`config.mk`:
```
export PLATFORM = sky130hd
export DESIGN_NAME = npu_result_drain
export DESIGN_NICKNAME = d
export VERILOG_FILES = /design/src/rtl/npu_result_drain.sv
export SDC_FILE = /design/constraint.sdc
export NUM_CORES = 1
export LEC_CHECK = 0
export CORE_AREA = 2 2 139 141
export DETAILED_ROUTE_END_ITERATION = 10
export DIE_AREA = 0 0 141 143
export MAX_ROUTING_LAYER = met4
export PLACE_DENSITY_LB_ADDON = 0.2
export SLEW_MARGIN = 20
export SYNTH_ARGS = -nofsm -noshare
export SYNTH_HDL_FRONTEND = slang
export SYNTH_SLANG_ARGS = --single-unit
```
`constraint.sdc`:
```
create_clock -name clk -period 3.44 [get_ports clk]
set_clock_uncertainty 0.1 [all_clocks]
set_input_delay 0.688 -clock clk [delete_from_list [all_inputs] [get_ports clk]]
set_output_delay 0.688 -clock clk [all_outputs]
set_load 0.1 [all_outputs]
```
`src/rtl/npu_result_drain.sv`:
```
// npu_result_drain
//   Drains the PE result-cache banks onto one shared output stream after the
//   NPU save phase. On an accepted start it visits every enabled bank in
//   ascending index order: one SOP cycle that pulses rd_sop to the bank, then
//   zero-latency forwarding of that bank's words until it flags its last word.
//   The job ends with a one-cycle done pulse; word_cnt holds the word total.
//
// Ports
//   clk, rst          clock, synchronous active-high reset
//   start             one-cycle job start (ignored while busy -> start_drop)
//   bank_en           banks to drain, sampled on an accepted start
//   rd_sop            per-bank one-cycle read-start pulse (registered)
//   bank_valid/data/last, bank_ready   per-bank pop interface
//   m_valid/data/bank_id/last, m_ready output stream
//   busy, done, start_drop, word_cnt   status
module npu_result_drain #(
  parameter int NUM_BANK = 8,
  parameter int DATA_W   = 32,
  parameter int ID_W     = 3,
  parameter int CNT_W    = 16
) (
  input  logic                       clk,
  input  logic                       rst,
  input  logic                       start,
  input  logic [NUM_BANK-1:0]        bank_en,
  output logic [NUM_BANK-1:0]        rd_sop,
  input  logic [NUM_BANK-1:0]        bank_valid,
  input  logic [NUM_BANK*DATA_W-1:0] bank_data,
  input  logic [NUM_BANK-1:0]        bank_last,
  output logic [NUM_BANK-1:0]        bank_ready,
  output logic                       m_valid,
  output logic [DATA_W-1:0]          m_data,
  output logic [ID_W-1:0]            m_bank_id,
  output logic                       m_last,
  input  logic                       m_ready,
  output logic                       busy,
  output logic                       done,
  output logic                       start_drop,
  output logic [CNT_W-1:0]           word_cnt
);

  localparam logic [1:0] S_IDLE = 2'd0;
  localparam logic [1:0] S_SOP  = 2'd1;
  localparam logic [1:0] S_XFER = 2'd2;
  localparam logic [1:0] S_DONE = 2'd3;

  function automatic logic [ID_W-1:0] lowest_idx(input logic [NUM_BANK-1:0] v);
    logic [ID_W-1:0] r;
    r = '0;
    for (int i = NUM_BANK - 1; i >= 0; i--) begin
      if (v[i]) r = ID_W'(i);
    end
    return r;
  endfunction

  function automatic logic [NUM_BANK-1:0] onehot(input logic [ID_W-1:0] idx);
    return NUM_BANK'(1) << idx;
  endfunction

  function automatic logic [CNT_W-1:0] sat_inc(input logic [CNT_W-1:0] c);
    return (&c) ? c : c + 1'b1;
  endfunction

  logic [1:0]          state_q, state_d;
  logic [NUM_BANK-1:0] en_q, en_d;
  logic [ID_W-1:0]     cur_q, cur_d;
  logic [CNT_W-1:0]    cnt_q, cnt_d;
  logic [NUM_BANK-1:0] rd_sop_q, rd_sop_d;
  logic                done_q, done_d;
  logic                drop_q, drop_d;

  logic [DATA_W-1:0]   bank_word [NUM_BANK];
  logic [NUM_BANK-1:0] cur_oh, en_rest;
  logic                in_xfer, sel_valid, sel_last, fire;

  for (genvar g = 0; g < NUM_BANK; g++) begin : g_slice
    assign bank_word[g] = bank_data[g*DATA_W +: DATA_W];
  end

  assign cur_oh    = onehot(cur_q);
  // Banks still owed a visit once the current one finishes.
  assign en_rest   = en_q & ~cur_oh;
  assign in_xfer   = (state_q == S_XFER);
  assign sel_valid = bank_valid[cur_q];
  assign sel_last  = bank_last[cur_q];

  assign m_valid    = in_xfer & sel_valid;
  assign m_data     = in_xfer ? bank_word[cur_q] : '0;
  assign m_bank_id  = cur_q;
  assign m_last     = in_xfer & sel_valid & sel_last & ~(|en_rest);
  assign bank_ready = in_xfer ? (cur_oh & {NUM_BANK{m_ready}}) : '0;
  assign fire       = m_valid & m_ready;

  always_comb begin
    state_d = state_q;
    en_d    = en_q;
    cur_d   = cur_q;
    cnt_d   = cnt_q;
    drop_d  = start & (state_q != S_IDLE);
    case (state_q)
      S_IDLE: begin
        if (start) begin
          en_d  = bank_en;
          cnt_d = '0;
          if (bank_en == '0) begin
            state_d = S_DONE;
          end else begin
            cur_d   = lowest_idx(bank_en);
            state_d = S_SOP;
          end
        end
      end
      S_SOP: state_d = S_XFER;
      S_XFER: begin
        if (fire) begin
          cnt_d = sat_inc(cnt_q);
          if (sel_last) begin
            en_d = en_rest;
            // Visited banks are cleared, so the lowest remaining bit is the next-higher bank.
            if (en_rest == '0) begin
              state_d = S_DONE;
            end else begin
              cur_d   = lowest_idx(en_rest);
              state_d = S_SOP;
            end
          end
        end
      end
      S_DONE: state_d = S_IDLE;
      default: state_d = S_IDLE;
    endcase
    // Decode from next state so the pulses are registered yet aligned with SOP/DONE.
    rd_sop_d = (state_d == S_SOP) ? onehot(cur_d) : '0;
    done_d   = (state_d == S_DONE);
  end

  always_ff @(posedge clk) begin
    if (rst) begin
      state_q  <= S_IDLE;
      en_q     <= '0;
      cur_q    <= '0;
      cnt_q    <= '0;
      rd_sop_q <= '0;
      done_q   <= 1'b0;
      drop_q   <= 1'b0;
    end else begin
      state_q  <= state_d;
      en_q     <= en_d;
      cur_q    <= cur_d;
      cnt_q    <= cnt_d;
      rd_sop_q <= rd_sop_d;
      done_q   <= done_d;
      drop_q   <= drop_d;
    end
  end

  assign rd_sop     = rd_sop_q;
  assign done       = done_q;
  assign start_drop = drop_q;
  assign busy       = (state_q != S_IDLE);
  assign word_cnt   = cnt_q;

endmodule

```
==> reports/metrics.cfg <==
[route]
detail_route.drc_violations=0
first_pass_iters=5
detailroute.via_count=5290
routed_length_per_placed_instance_microns=22.3
via_per_inst=5.13
wl_mm=23.0
initialDrtViolationCount=325
antenna_left=0

[yosys]
yosysTopAreaCellShare_pct=33.1
async_flop_share_pct=0
mappedNetlistNets=737
synth_top_cells_by_area=sky130_fd_sc_hd__mux4_2, sky130_fd_sc_hd__dfxtp_1, sky130_fd_sc_hd__mux2i_1
yosys_register_bits=39
synthCells=452
mappedNetlistArea_sq_um=4350
ys_warn_count=0
portion_of_the_post_synthesis_area_used_by_sequential_elements_pct=17.9
synth_cell_type_count=60
edff_count_synth=0
netlist.top_cell.by_area=sky130_fd_sc_hd__mux4_2
synth_top_flop_cell=sky130_fd_sc_hd__dfxtp_1
synth_area_per_cell_sq_um=9.62

[grt]
global_route_wire_length_before_repair_mm=33.7
grt_antenna_before_repair=5
first_global_vias=5485
grt_util_all_layers_pct=22.6
grt_most_used_layer=met2
grt_start_max_net_pins=42
grtUsageMet3_pct=4.39
global_route.usage.met2_pct=39.7
grt.met1_usage_pct=26.0
gr-total-overflow=0

[floorplan]
fp.dieW_microns=141
fp.dieH_microns=143
core_region_area_sq_um=18600
die_area_sq_um=20200
start_util_pct=23.4
row_count=50
num_io_pins=356

[sta]
rsz0062_at_grt=no
slew_viol_final=0
finalSetupTns_ps=0
layout_setup_ws_ps=255
hold_slack_ps=400
post-route-period-util_pct=92.6
final_period_minus_worst_setup_slack_ps=3190
clock.fmax_mhz=314
finalSetupViolCount=0
max_slew_margin_pct=52.1
tightestPinTransition_ps=719
final_hold_viol_count=0

[min_path]
worst_hold_path.num_cells=2
timing.hold.worst_endpoint=word_cnt[15]
timing.hold.worst.class=reg2reg
min-delay-start=word_cnt[15]

[placed_design]
dp_hpwl_mm=19.1
gp_congestion=0.943
placedCellCount=1019
place.port_buffers=355
place_worst_setup_slack_ps=257

[clock_network]
tritoncts_clock_tree=done
cts_resized=0
clock_tree.root_cell=sky130_fd_sc_hd__clkbuf_16
cts_post_setup_buffers_inserted=0
clock_tree.htree_level_count=2
path_clk_slew_ps=50
clockBufferDepth=2
clock_latency_ps=280
cts-hold-fix-buffers=0
clkSinkCount=39
numCtsBuffers=5

[setup_path]
cp-start-kind=flop
timing_worst_setup_path_type=reg2out
timing.reg2reg.setup_slack_ps=590
start_of_the_worst_register_to_register_path=m_bank_id[1]
worstPathMaxFanout=29
arrival_ps=2400
cp-end-kind=primary output
worst_reg2reg_path_depth=6
worst_r2r_endpoint=word_cnt[9]
worstPathRequired_ps=2650

[layout]
syn2layout_area_growth_pct=106
finalNonFillerCells=1032
num-nets-final=1077
final_layout_size_suffix_gt1_share_pct=26.7
utilization_pct=48.2

[pwr]
share_clk_of_total_power_pct=21.7
share_comb_of_total_power_pct=53.7
intPower_mw=1.31
net-switching-power_mw=0.712
power_frac_seq_pct=24.6
vdd.ir_drop.worst_uv=292
swShare_pct=35.3
cellLeakagePower_nw=2.97
pwr_density_cell_nw_per_um2=225

[outcome]
outcome=completed

[run]
cap_violations=0

[worst max-delay path by stage]
stage / start / end / slack (ps) / cells past startpoint
after detailed placement: bank_valid[4] / word_cnt[9] / 260 / 7
after floorplan: m_bank_id[2] / bank_ready[2] / 10 / 5
after global routing: m_bank_id[0] / m_data[20] / 110 / 5
after global placement: bank_valid[4] / m_last / 310 / 7
final: m_bank_id[0] / m_data[20] / 250 / 5
after CTS: m_bank_id[0] / m_data[20] / 210 / 5
[cell usage after synthesis, types with 5 or more instances]
| library cell | instances |
|---|---|
| sky130_fd_sc_hd__nand2b_1 | 7 |
| sky130_fd_sc_hd__nand4_1 | 7 |
| sky130_fd_sc_hd__inv_1 | 10 |
| sky130_fd_sc_hd__or4_1 | 5 |
| sky130_fd_sc_hd__dfxtp_1 | 39 |
| sky130_fd_sc_hd__nor4b_1 | 5 |
| sky130_fd_sc_hd__mux2i_1 | 40 |
| sky130_fd_sc_hd__nor4_1 | 7 |
| sky130_fd_sc_hd__nor2b_1 | 5 |
| sky130_fd_sc_hd__o21ai_0 | 18 |
| sky130_fd_sc_hd__o31ai_1 | 5 |
| sky130_fd_sc_hd__clkbuf_1 | 17 |
| sky130_fd_sc_hd__a21oi_1 | 28 |
| sky130_fd_sc_hd__buf_2 | 13 |
| sky130_fd_sc_hd__nor2_1 | 66 |
| sky130_fd_sc_hd__or3_1 | 9 |
| sky130_fd_sc_hd__nor3_1 | 6 |
| sky130_fd_sc_hd__mux4_2 | 64 |
| sky130_fd_sc_hd__nand2_1 | 26 |
| sky130_fd_sc_hd__nand3_1 | 10 |
[cells by family (layout without fill, tap and decap cells)]
family	Yosys count	after routing	share of synthesized area, %
compound gates	85	85	13.5
xor+xnor	1	1	0.201
fa+ha+maj	1	1	0.288
buf+inv	48	389	4.98
flops	39	39	17.9
mux	106	106	42.9
other cells	0	5	0
simple gates	172	172	20.2
[area by class of cell]
type	instances	area (sq um)
Fill cell	1692	9620
Timing Repair Buffer	371	4040
Multi-Input combinational cell	365	3650
Sequential cell	39	792
Tap cell	234	293
Clock buffer	6	129
Inverter	10	37.5
Antenna cell	5	12.5
Clock inverter	2	7.51
[routing by layer]
| layer | share of wire (%) | wire length [microns] | vias up |
|---|---|---|---|
| li1 | - | - | 2475 |
| met4 | 2.1 | 480 | 0 |
| met3 | 6.5 | 1490 | 31 |
| met2 | 52 | 12000 | 223 |
| met1 | 39 | 8990 | 2561 |
| met5 | 0 | 0 | - |
[stage by stage]
stage	cell area, sq um	total power [mW]
global placement	8820	1.57
CTS	8950	2.03
floorplan	4650	1.07
finish	8960	2.02
detailed placement	8820	1.59
global route	8960	2.11
[cells in the final DEF (no fill, tap or decap), types with 4 or more instances in the layout]
cell type and instances:
sky130_fd_sc_hd__nand3b_1 4, sky130_fd_sc_hd__nor2b_1 5, sky130_fd_sc_hd__nand2_1 26, sky130_fd_sc_hd__a21oi_1 28, sky130_fd_sc_hd__nor4b_1 5, sky130_fd_sc_hd__o31ai_1 5, sky130_fd_sc_hd__o21ai_0 18, sky130_fd_sc_hd__clkbuf_16 5
sky130_fd_sc_hd__mux2i_1 40, sky130_fd_sc_hd__nor2_4 36, sky130_fd_sc_hd__or3_1 9, sky130_fd_sc_hd__nor3_1 4, sky130_fd_sc_hd__inv_1 10, sky130_fd_sc_hd__dfxtp_1 36, sky130_fd_sc_hd__clkdlybuf4s50_1 283, sky130_fd_sc_hd__nand3_1 10
sky130_fd_sc_hd__nor4_1 7, sky130_fd_sc_hd__buf_4 44, sky130_fd_sc_hd__buf_12 44, sky130_fd_sc_hd__nand4_1 7, sky130_fd_sc_hd__diode_2 5, sky130_fd_sc_hd__nor2_1 29, sky130_fd_sc_hd__or4_1 5, sky130_fd_sc_hd__mux4_2 64
sky130_fd_sc_hd__nand2b_1 6
[power by group through the flow]
stage          clock (mW)  combinational (mW)  sequential (mW)
6_report            0.438                1.08            0.497
5_1_grt             0.467                1.14            0.501
4_1_cts             0.448                1.09            0.498
3_5_place_dp            0                1.08            0.507
3_3_place_gp            0                1.07            0.506
2_1_floorplan           0               0.541            0.528
[registers in the layout, summed over array words and instances, names as in the netlist]
signal	flops
m_bank_id	3
state_q	2
word_cnt	16
en_q	8
done	1
start_drop	1
rd_sop	8
[critical path, cell delays in order, from the launching register on]
cell and delay [ps]:
sky130_fd_sc_hd__dfxtp_4 670, sky130_fd_sc_hd__buf_4 320, sky130_fd_sc_hd__mux4_2 560, sky130_fd_sc_hd__mux2i_1 280
sky130_fd_sc_hd__nor2_4 60, sky130_fd_sc_hd__buf_12 190
Note: power is estimated with default switching activity, not from simulation.
